[src/rtl/uart_tx_dev.sv]
//==============================================================================
// Module      : uart_tx_dev
// Description : Memory-mapped 8N1 serial transmitter. The CPU queues bytes
//               into a small TX FIFO through the DATA register. A frame engine
//               shifts them out LSB-first on txd. An interrupt is raised when
//               the queue drains after a frame.
//
// Ports       : clk    - system clock, all state updates on the rising edge
//               reset  - asynchronous, active-low reset
//               Addr   - word address [31:2]; only Addr[3:2] is decoded
//               WE     - write strobe, one cycle per store
//               Din    - write data
//               Dout   - read data, combinational from Addr
//               IRQ    - level interrupt, done_pend & CTRL.IM
//               txd    - serial output, idle high
//
// Registers   : 0x0 CTRL   RW  [0] EN, [1] IM
//               0x4 DIV    RW  [15:0] divisor (bit period = DIV+1 clocks)
//               0x8 DATA   WO  write pushes Din[7:0] into the FIFO
//               0xC STATUS RO  [0] busy, [1] full, [2] empty, [7:4] count,
//                              [8] done_pend, [9] ovf; any write clears 8/9
//
// Revision    : 1.0 - initial release
//==============================================================================
`timescale 1ns/1ps
`default_nettype none

module uart_tx_dev #(
    parameter int          FIFO_DEPTH = 4,
    parameter logic [15:0] DIV_RESET  = 16'd433
) (
    input  logic        clk,
    input  logic        reset,
    input  logic [31:2] Addr,
    input  logic        WE,
    input  logic [31:0] Din,
    output logic [31:0] Dout,
    output logic        IRQ,
    output logic        txd
);

    //--------------------------------------------------------------------------
    // Constants
    //--------------------------------------------------------------------------
    localparam int PTR_W = (FIFO_DEPTH > 1) ? $clog2(FIFO_DEPTH) : 1;
    localparam int CNT_W = PTR_W + 1;

    localparam logic [CNT_W-1:0] C_DEPTH = CNT_W'(FIFO_DEPTH);
    localparam logic [PTR_W-1:0] C_LAST  = PTR_W'(FIFO_DEPTH - 1);

    localparam logic [1:0] ST_IDLE  = 2'd0;
    localparam logic [1:0] ST_START = 2'd1;
    localparam logic [1:0] ST_DATA  = 2'd2;
    localparam logic [1:0] ST_STOP  = 2'd3;

    localparam logic [1:0] OFF_CTRL   = 2'd0;
    localparam logic [1:0] OFF_DIV    = 2'd1;
    localparam logic [1:0] OFF_DATA   = 2'd2;
    localparam logic [1:0] OFF_STATUS = 2'd3;

    //--------------------------------------------------------------------------
    // State
    //--------------------------------------------------------------------------
    logic [1:0]       ctrl_q,  ctrl_d;
    logic [15:0]      div_q,   div_d;
    logic [7:0]       mem_q [FIFO_DEPTH];
    logic [PTR_W-1:0] wptr_q,  wptr_d;
    logic [PTR_W-1:0] rptr_q,  rptr_d;
    logic [CNT_W-1:0] count_q, count_d;
    logic             done_q,  done_d;
    logic             ovf_q,   ovf_d;

    logic [1:0]       state_q, state_d;
    logic [15:0]      bcnt_q,  bcnt_d;
    logic [2:0]       bidx_q,  bidx_d;
    logic [7:0]       sh_q,    sh_d;
    logic [15:0]      sdiv_q,  sdiv_d;

    //--------------------------------------------------------------------------
    // Bus decode
    //--------------------------------------------------------------------------
    logic [1:0] w_sel;
    logic       w_wr_ctrl;
    logic       w_wr_div;
    logic       w_wr_data;
    logic       w_wr_status;

    assign w_sel       = Addr[3:2];
    assign w_wr_ctrl   = WE && (w_sel == OFF_CTRL);
    assign w_wr_div    = WE && (w_sel == OFF_DIV);
    assign w_wr_data   = WE && (w_sel == OFF_DATA);
    assign w_wr_status = WE && (w_sel == OFF_STATUS);

    //--------------------------------------------------------------------------
    // FIFO flags and handshakes
    //--------------------------------------------------------------------------
    logic w_full;
    logic w_empty;
    logic w_push;
    logic w_drop;
    logic w_pop;
    logic w_bit_end;
    logic w_done_set;

    // Full is judged on the registered count, so a push into a full FIFO is
    // dropped even if the frame engine pops in the same cycle.
    assign w_full    = (count_q == C_DEPTH);
    assign w_empty   = (count_q == '0);
    assign w_push    = w_wr_data && !w_full;
    assign w_drop    = w_wr_data &&  w_full;
    assign w_pop     = (state_q == ST_IDLE) && ctrl_q[0] && !w_empty;
    assign w_bit_end = (bcnt_q == sdiv_q);

    //--------------------------------------------------------------------------
    // Register / FIFO next-state
    //--------------------------------------------------------------------------
    always_comb begin
        ctrl_d  = ctrl_q;
        div_d   = div_q;
        wptr_d  = wptr_q;
        rptr_d  = rptr_q;
        count_d = count_q;
        done_d  = done_q;
        ovf_d   = ovf_q;

        if (w_wr_ctrl) begin
            ctrl_d = Din[1:0];
        end
        if (w_wr_div) begin
            div_d = Din[15:0];
        end

        if (w_push) begin
            wptr_d = (wptr_q == C_LAST) ? '0 : wptr_q + 1'b1;
        end
        if (w_pop) begin
            rptr_d = (rptr_q == C_LAST) ? '0 : rptr_q + 1'b1;
        end

        case ({w_push, w_pop})
            2'b10:   count_d = count_q + 1'b1;
            2'b01:   count_d = count_q - 1'b1;
            default: count_d = count_q;
        endcase

        // A STATUS write clears the sticky flags, but a same-cycle set wins.
        if (w_wr_status) begin
            done_d = 1'b0;
            ovf_d  = 1'b0;
        end
        if (w_done_set) begin
            done_d = 1'b1;
        end
        if (w_drop) begin
            ovf_d = 1'b1;
        end
    end

    //--------------------------------------------------------------------------
    // Frame engine next-state
    //--------------------------------------------------------------------------
    always_comb begin
        state_d    = state_q;
        bcnt_d     = bcnt_q;
        bidx_d     = bidx_q;
        sh_d       = sh_q;
        sdiv_d     = sdiv_q;
        w_done_set = 1'b0;

        case (state_q)
            ST_IDLE: begin
                if (w_pop) begin
                    // Divisor is latched per frame so DIV writes mid-frame
                    // only take effect on the next frame.
                    sh_d    = mem_q[rptr_q];
                    sdiv_d  = div_q;
                    bcnt_d  = '0;
                    state_d = ST_START;
                end
            end
            ST_START: begin
                if (w_bit_end) begin
                    bcnt_d  = '0;
                    bidx_d  = '0;
                    state_d = ST_DATA;
                end else begin
                    bcnt_d = bcnt_q + 1'b1;
                end
            end
            ST_DATA: begin
                if (w_bit_end) begin
                    bcnt_d = '0;
                    sh_d   = {1'b0, sh_q[7:1]};
                    if (bidx_q == 3'd7) begin
                        state_d = ST_STOP;
                    end else begin
                        bidx_d = bidx_q + 1'b1;
                    end
                end else begin
                    bcnt_d = bcnt_q + 1'b1;
                end
            end
            ST_STOP: begin
                if (w_bit_end) begin
                    bcnt_d     = '0;
                    state_d    = ST_IDLE;
                    w_done_set = w_empty;
                end else begin
                    bcnt_d = bcnt_q + 1'b1;
                end
            end
            default: begin
                state_d = ST_IDLE;
            end
        endcase
    end

    //--------------------------------------------------------------------------
    // Sequential state
    //--------------------------------------------------------------------------
    always_ff @(posedge clk or negedge reset) begin
        if (!reset) begin
            ctrl_q  <= '0;
            div_q   <= DIV_RESET;
            wptr_q  <= '0;
            rptr_q  <= '0;
            count_q <= '0;
            done_q  <= 1'b0;
            ovf_q   <= 1'b0;
            state_q <= ST_IDLE;
            bcnt_q  <= '0;
            bidx_q  <= '0;
            sh_q    <= '0;
            sdiv_q  <= '0;
        end else begin
            ctrl_q  <= ctrl_d;
            div_q   <= div_d;
            wptr_q  <= wptr_d;
            rptr_q  <= rptr_d;
            count_q <= count_d;
            done_q  <= done_d;
            ovf_q   <= ovf_d;
            state_q <= state_d;
            bcnt_q  <= bcnt_d;
            bidx_q  <= bidx_d;
            sh_q    <= sh_d;
            sdiv_q  <= sdiv_d;
        end
    end

    // Storage needs no reset: occupancy is tracked by the pointers and count.
    always_ff @(posedge clk) begin
        if (w_push) begin
            mem_q[wptr_q] <= Din[7:0];
        end
    end

    //--------------------------------------------------------------------------
    // Read mux and outputs
    //--------------------------------------------------------------------------
    logic [3:0]  w_count4;
    logic [31:0] w_status;

    assign w_count4 = 4'(count_q);
    assign w_status = {22'd0, ovf_q, done_q, w_count4, 1'b0,
                       w_empty, w_full, (state_q != ST_IDLE)};

    always_comb begin
        Dout = '0;
        case (w_sel)
            OFF_CTRL:   Dout = {30'd0, ctrl_q};
            OFF_DIV:    Dout = {16'd0, div_q};
            OFF_DATA:   Dout = '0;
            OFF_STATUS: Dout = w_status;
            default:    Dout = '0;
        endcase
    end

    assign IRQ = done_q & ctrl_q[1];

    // Decoded from state so that reset forces the line high immediately.
    always_comb begin
        txd = 1'b1;
        case (state_q)
            ST_START: txd = 1'b0;
            ST_DATA:  txd = sh_q[0];
            default:  txd = 1'b1;
        endcase
    end

endmodule

`default_nettype wire
[config.mk]
export PLATFORM = sky130hd
export DESIGN_NAME = uart_tx_dev
export DESIGN_NICKNAME = d
export VERILOG_FILES = /design/src/rtl/uart_tx_dev.sv
export SDC_FILE = /design/constraint.sdc
export NUM_CORES = 1
export LEC_CHECK = 0
export CORE_UTILIZATION = 56
export DETAILED_ROUTE_END_ITERATION = 8
export HOLD_SLACK_MARGIN = 0.12
export PLACE_DENSITY = 0.89
export SLEW_MARGIN = 10
export SYNTH_ARGS = -nofsm -noshare
export SYNTH_HDL_FRONTEND = slang
export SYNTH_SLANG_ARGS = --single-unit
[constraint.sdc]
create_clock -name clk -period 8.2 [get_ports clk]
set_clock_uncertainty 0.05 [all_clocks]
set_input_delay 2.46 -clock clk [delete_from_list [all_inputs] [get_ports clk]]
set_output_delay 2.46 -clock clk [all_outputs]
set_load 0.02 [all_outputs]
==> impl_summary.log <==
[metrics] final estimated routing congestion in global placement: 0.854
[metrics] count of mapped cells out of synthesis: ~460
[metrics] # Max-Cap Violations: 0
[metrics] Max Transition Viols Final: 0
[metrics] overall routed net length: slightly above 10000 µm
[metrics] compound-cell area share of the yosys netlist: 8.97%
[metrics] number of inserted filler cells in the final layout: 613
[metrics] row count: 34
[metrics] floorplan core area: 8850 µm²
[metrics] Die Ht: around 100 µm
[metrics] count of flip-flops with a built-in enable after synthesis: 32
[metrics] Critical Path End Type: primary output
[metrics] Final nets: 565
[metrics] Worst Max-Slew Pin Slew: 0.881 ns
[metrics] clock edge transition at the registers on the reported setup and hold paths: between 0.1 and 0.15 ns
[metrics] power density over cell area: 297 nW/µm²
[metrics] vias per cell: 5.95
[metrics] overall power consumption: around 1.7 mW
[metrics] mean area per synthesized cell: roughly 11 µm²
[metrics] Worst EP arrival: 4.58 ns
[metrics] setup-violating endpoint count in the final report: 0
[metrics] H-Tree Level Count: 3
[metrics] Max-slew headroom: 41.3%
[metrics] post-route setup TNS: 0 ns
[metrics] number of distinct library cells after synthesis: 52
[metrics] initial core utilization: 58.6%
[metrics] TritonRoute pass-1 iters: 7
[metrics] dominant combinational cell family by area after synthesis: simple AND/OR/NAND/NOR gates
[metrics] # hold bufs at CTS: 0
[metrics] post-CTS resize count: 0
[metrics] final period demand of the worst path: 7.09 ns
[metrics] Top Ports: 99
[metrics] CTS tree: done
[metrics] antenna violations before repair: 0
[metrics] Die X-Extent: 98.2 µm
[metrics] Total Routing Usage GR: ~23%
[metrics] leading cell type by number of instances after synthesis: sky130_fd_sc_hd__nand2_1
[metrics] growth of design area from synthesis to finish: 11.1%
[metrics] total leakage power: 2.48 nW
[metrics] startpoint-to-endpoint class of the critical path: input pin to primary output
[metrics] number of CTS-inserted buffers: 9
[metrics] total of warnings raised by yosys: 0
[metrics] Main synth FF type: sky130_fd_sc_hd__dfrtp_1
[metrics] die outline area: 9650 µm²
[metrics] clock sink count: 104
[metrics] leading cell types by total area after synthesis: sky130_fd_sc_hd__dfrtp_1, sky130_fd_sc_hd__edfxtp_1, sky130_fd_sc_hd__nand2_1
[metrics] placed wire-length estimate after detailed placement: 7180 µm
[metrics] number of global-route vias before repair: 3419
[metrics] number of antenna repair diodes: 0
[metrics] multiplexer share of the synthesized area: 9.04%
[metrics] PortBufs: 38
[metrics] most used standard cells in the synthesized netlist: sky130_fd_sc_hd__nand2_1, sky130_fd_sc_hd__dfrtp_1, sky130_fd_sc_hd__edfxtp_1, sky130_fd_sc_hd__mux2_2, sky130_fd_sc_hd__nor2_1
[metrics] run status: complete, no violations
[metrics] residual DRC count: 0
[metrics] number of hold violations in the final report: 0
[metrics] via count: 3560
[metrics] RSZ-0062 raised after global routing: no
[metrics] global-route wire length before repair: 16800 µm
[metrics] required time at the worst-slack endpoint: approximately 5.7 ns
[metrics] proportion of layout cells with a drive suffix above 1: between 10% and 20%
[metrics] Seq cells post-synth: 104
[metrics] share of async-settable or async-resettable flops after synthesis: 69.2%
[metrics] post-synthesis share of cell area spent on and, or, nand and nor gates: 16.5%
[metrics] CP Launch Type: input pin
[metrics] hold crit path type: register to register
[metrics] root buf cell: sky130_fd_sc_hd__clkbuf_8
[metrics] maximum number of pins on one net before global-route repair: 73
[metrics] number of buffers added for setup after CTS: 0
[metrics] number of nets still failing antenna checks after routing: 0
[metrics] clock insertion delay at the later pin of the skew report: 0.38 ns
[metrics] share of the synthesized netlist area taken by xor and xnor gates: approximately 3.4%
[metrics] number of DRC markers after the initial detailed-route iteration: 237
[metrics] sequential share of the synthesized area: between 50% and 60%
[metrics] largest fanout of any net on the critical path: 15
[metrics] maximum frequency from static timing analysis: 0.141 GHz
[metrics] post-synthesis share of cell area spent on full adders, half adders and majority gates: 3.76%
[metrics] leading area contributor after synthesis: sky130_fd_sc_hd__dfrtp_1
[metrics] wire per inst: 17.1 µm
[metrics] final cycle utilization of the critical path: 86.5%
[metrics] area share of the largest cell type after synthesis: 32.3%
[metrics] netlist area before placement: 5190 µm²
[metrics] GRT Residual Overflow: 0
[metrics] largest vdd supply drop: 0.151 mV
[metrics] maximum buffer depth of the clock tree: 2
through the flow:
stage	std cells	hold WS [ns]	instance area (µm²)	setup slack [ns]	utilization [%]
after floorplan	470	0.397	5240	2.20	-
after global placement	582	0.418	5560	1.14	62.9
after detailed placement	582	0.421	5560	1.10	62.9
after CTS	598	0.449	5770	1.10	65.2
after global routing	598	0.474	5770	0.965	65.2
final	598	0.447	5770	1.11	65.2
layout by cell type (no fill, tap or decap), types with 2 or more instances in the layout:
| cell | instances |
|---|---|
| sky130_fd_sc_hd__ha_1 | 14 |
| sky130_fd_sc_hd__nor3_1 | 4 |
| sky130_fd_sc_hd__and3_1 | 7 |
| sky130_fd_sc_hd__nor4_1 | 2 |
| sky130_fd_sc_hd__mux2_2 | 19 |
| sky130_fd_sc_hd__inv_1 | 13 |
| sky130_fd_sc_hd__a21oi_1 | 13 |
| sky130_fd_sc_hd__and2_1 | 14 |
| sky130_fd_sc_hd__a22o_1 | 11 |
| sky130_fd_sc_hd__nor2_1 | 18 |
| sky130_fd_sc_hd__clkbuf_8 | 9 |
| sky130_fd_sc_hd__nand4_1 | 2 |
| sky130_fd_sc_hd__or3_1 | 2 |
| sky130_fd_sc_hd__o22ai_1 | 2 |
| sky130_fd_sc_hd__mux4_2 | 8 |
| sky130_fd_sc_hd__buf_4 | 2 |
| sky130_fd_sc_hd__a31oi_1 | 4 |
| sky130_fd_sc_hd__and4_1 | 2 |
| sky130_fd_sc_hd__dfstp_2 | 5 |
| sky130_fd_sc_hd__clkdlybuf4s50_1 | 37 |
| sky130_fd_sc_hd__o311ai_0 | 5 |
| sky130_fd_sc_hd__xor2_1 | 17 |
| sky130_fd_sc_hd__nand2_1 | 75 |
| sky130_fd_sc_hd__or2_2 | 2 |
| sky130_fd_sc_hd__conb_1 | 16 |
| sky130_fd_sc_hd__nand3_1 | 15 |
| sky130_fd_sc_hd__nor4_4 | 2 |
| sky130_fd_sc_hd__mux2i_1 | 6 |
| sky130_fd_sc_hd__edfxtp_1 | 32 |
| sky130_fd_sc_hd__a221o_1 | 8 |
| sky130_fd_sc_hd__nor2b_1 | 16 |
| sky130_fd_sc_hd__dfrtp_1 | 67 |
| sky130_fd_sc_hd__inv_8 | 2 |
| sky130_fd_sc_hd__nor4_2 | 2 |
| sky130_fd_sc_hd__a21o_1 | 5 |
| sky130_fd_sc_hd__o21ai_0 | 11 |
area by class of cell:
type,count,area [µm²],share of cell area (%)
flip-flops and latches,104,2770,48.0
multi-input cells,317,2220,38.5
repair buffers,40,390,6.77
well taps,108,135,2.34
clock buffers,9,124,2.15
clock inverters,7,80.1,1.39
inverters,13,48.8,0.846
cells by family after synthesis:
kind of cell               Yosys count
AOI/OAI and AO/OA                   65
and+or+nand+nor                    168
muxes                               34
adders and majority gates           15
other                                1
xor gates and xnor gates            19
DFF                                104
buffers and inverters               49
where the power goes:
group | leakage, nW | switching, mW | internal [mW] | total, mW
sequential | 1.17 | 0.118 | 0.649 | 0.767
clock | 0.0998 | 0.200 | 0.123 | 0.323
combinational | 1.21 | 0.341 | 0.280 | 0.621
state kept, by name (all words and copies together), names as in the netlist:
signal	cells
rptr_q	2
sdiv_q	16
bidx_q	3
count_q	3
ovf_q	1
sh_q	8
ctrl_q	2
div_q	16
wptr_q	2
state_q	2
bcnt_q	16
done_q	1
mem_q	32
worst max-delay path: stages:
cell,delay [ns]
sky130_fd_sc_hd__clkdlybuf4s50_1,0.76
sky130_fd_sc_hd__nor2b_1,0.55
sky130_fd_sc_hd__and2_1,0.21
sky130_fd_sc_hd__clkdlybuf4s50_1,0.60
worst paths after layout:
check                      startpoint  slack (ns)  cells after the start         end
max                           Addr[3]        1.11                      4     Dout[7]
min                         div_q[13]        0.45                      2  sdiv_q[13]
max reg2reg                state_q[0]        4.21                     10  count_q[2]
min reg2reg                 div_q[13]        0.45                      2  sdiv_q[13]
max in group asynchronous       reset        5.31                      2   bcnt_q[1]
min in group asynchronous       reset        2.24                      2  bcnt_q[13]
layer usage:
layer	global-route usage (%)	part of all wire, %
met1	30.7	44
met2	35.9	50
met3	4.65	4.6
met4	8.50	1.8
met5	0	0
Power figures use the tool's default switching activity.
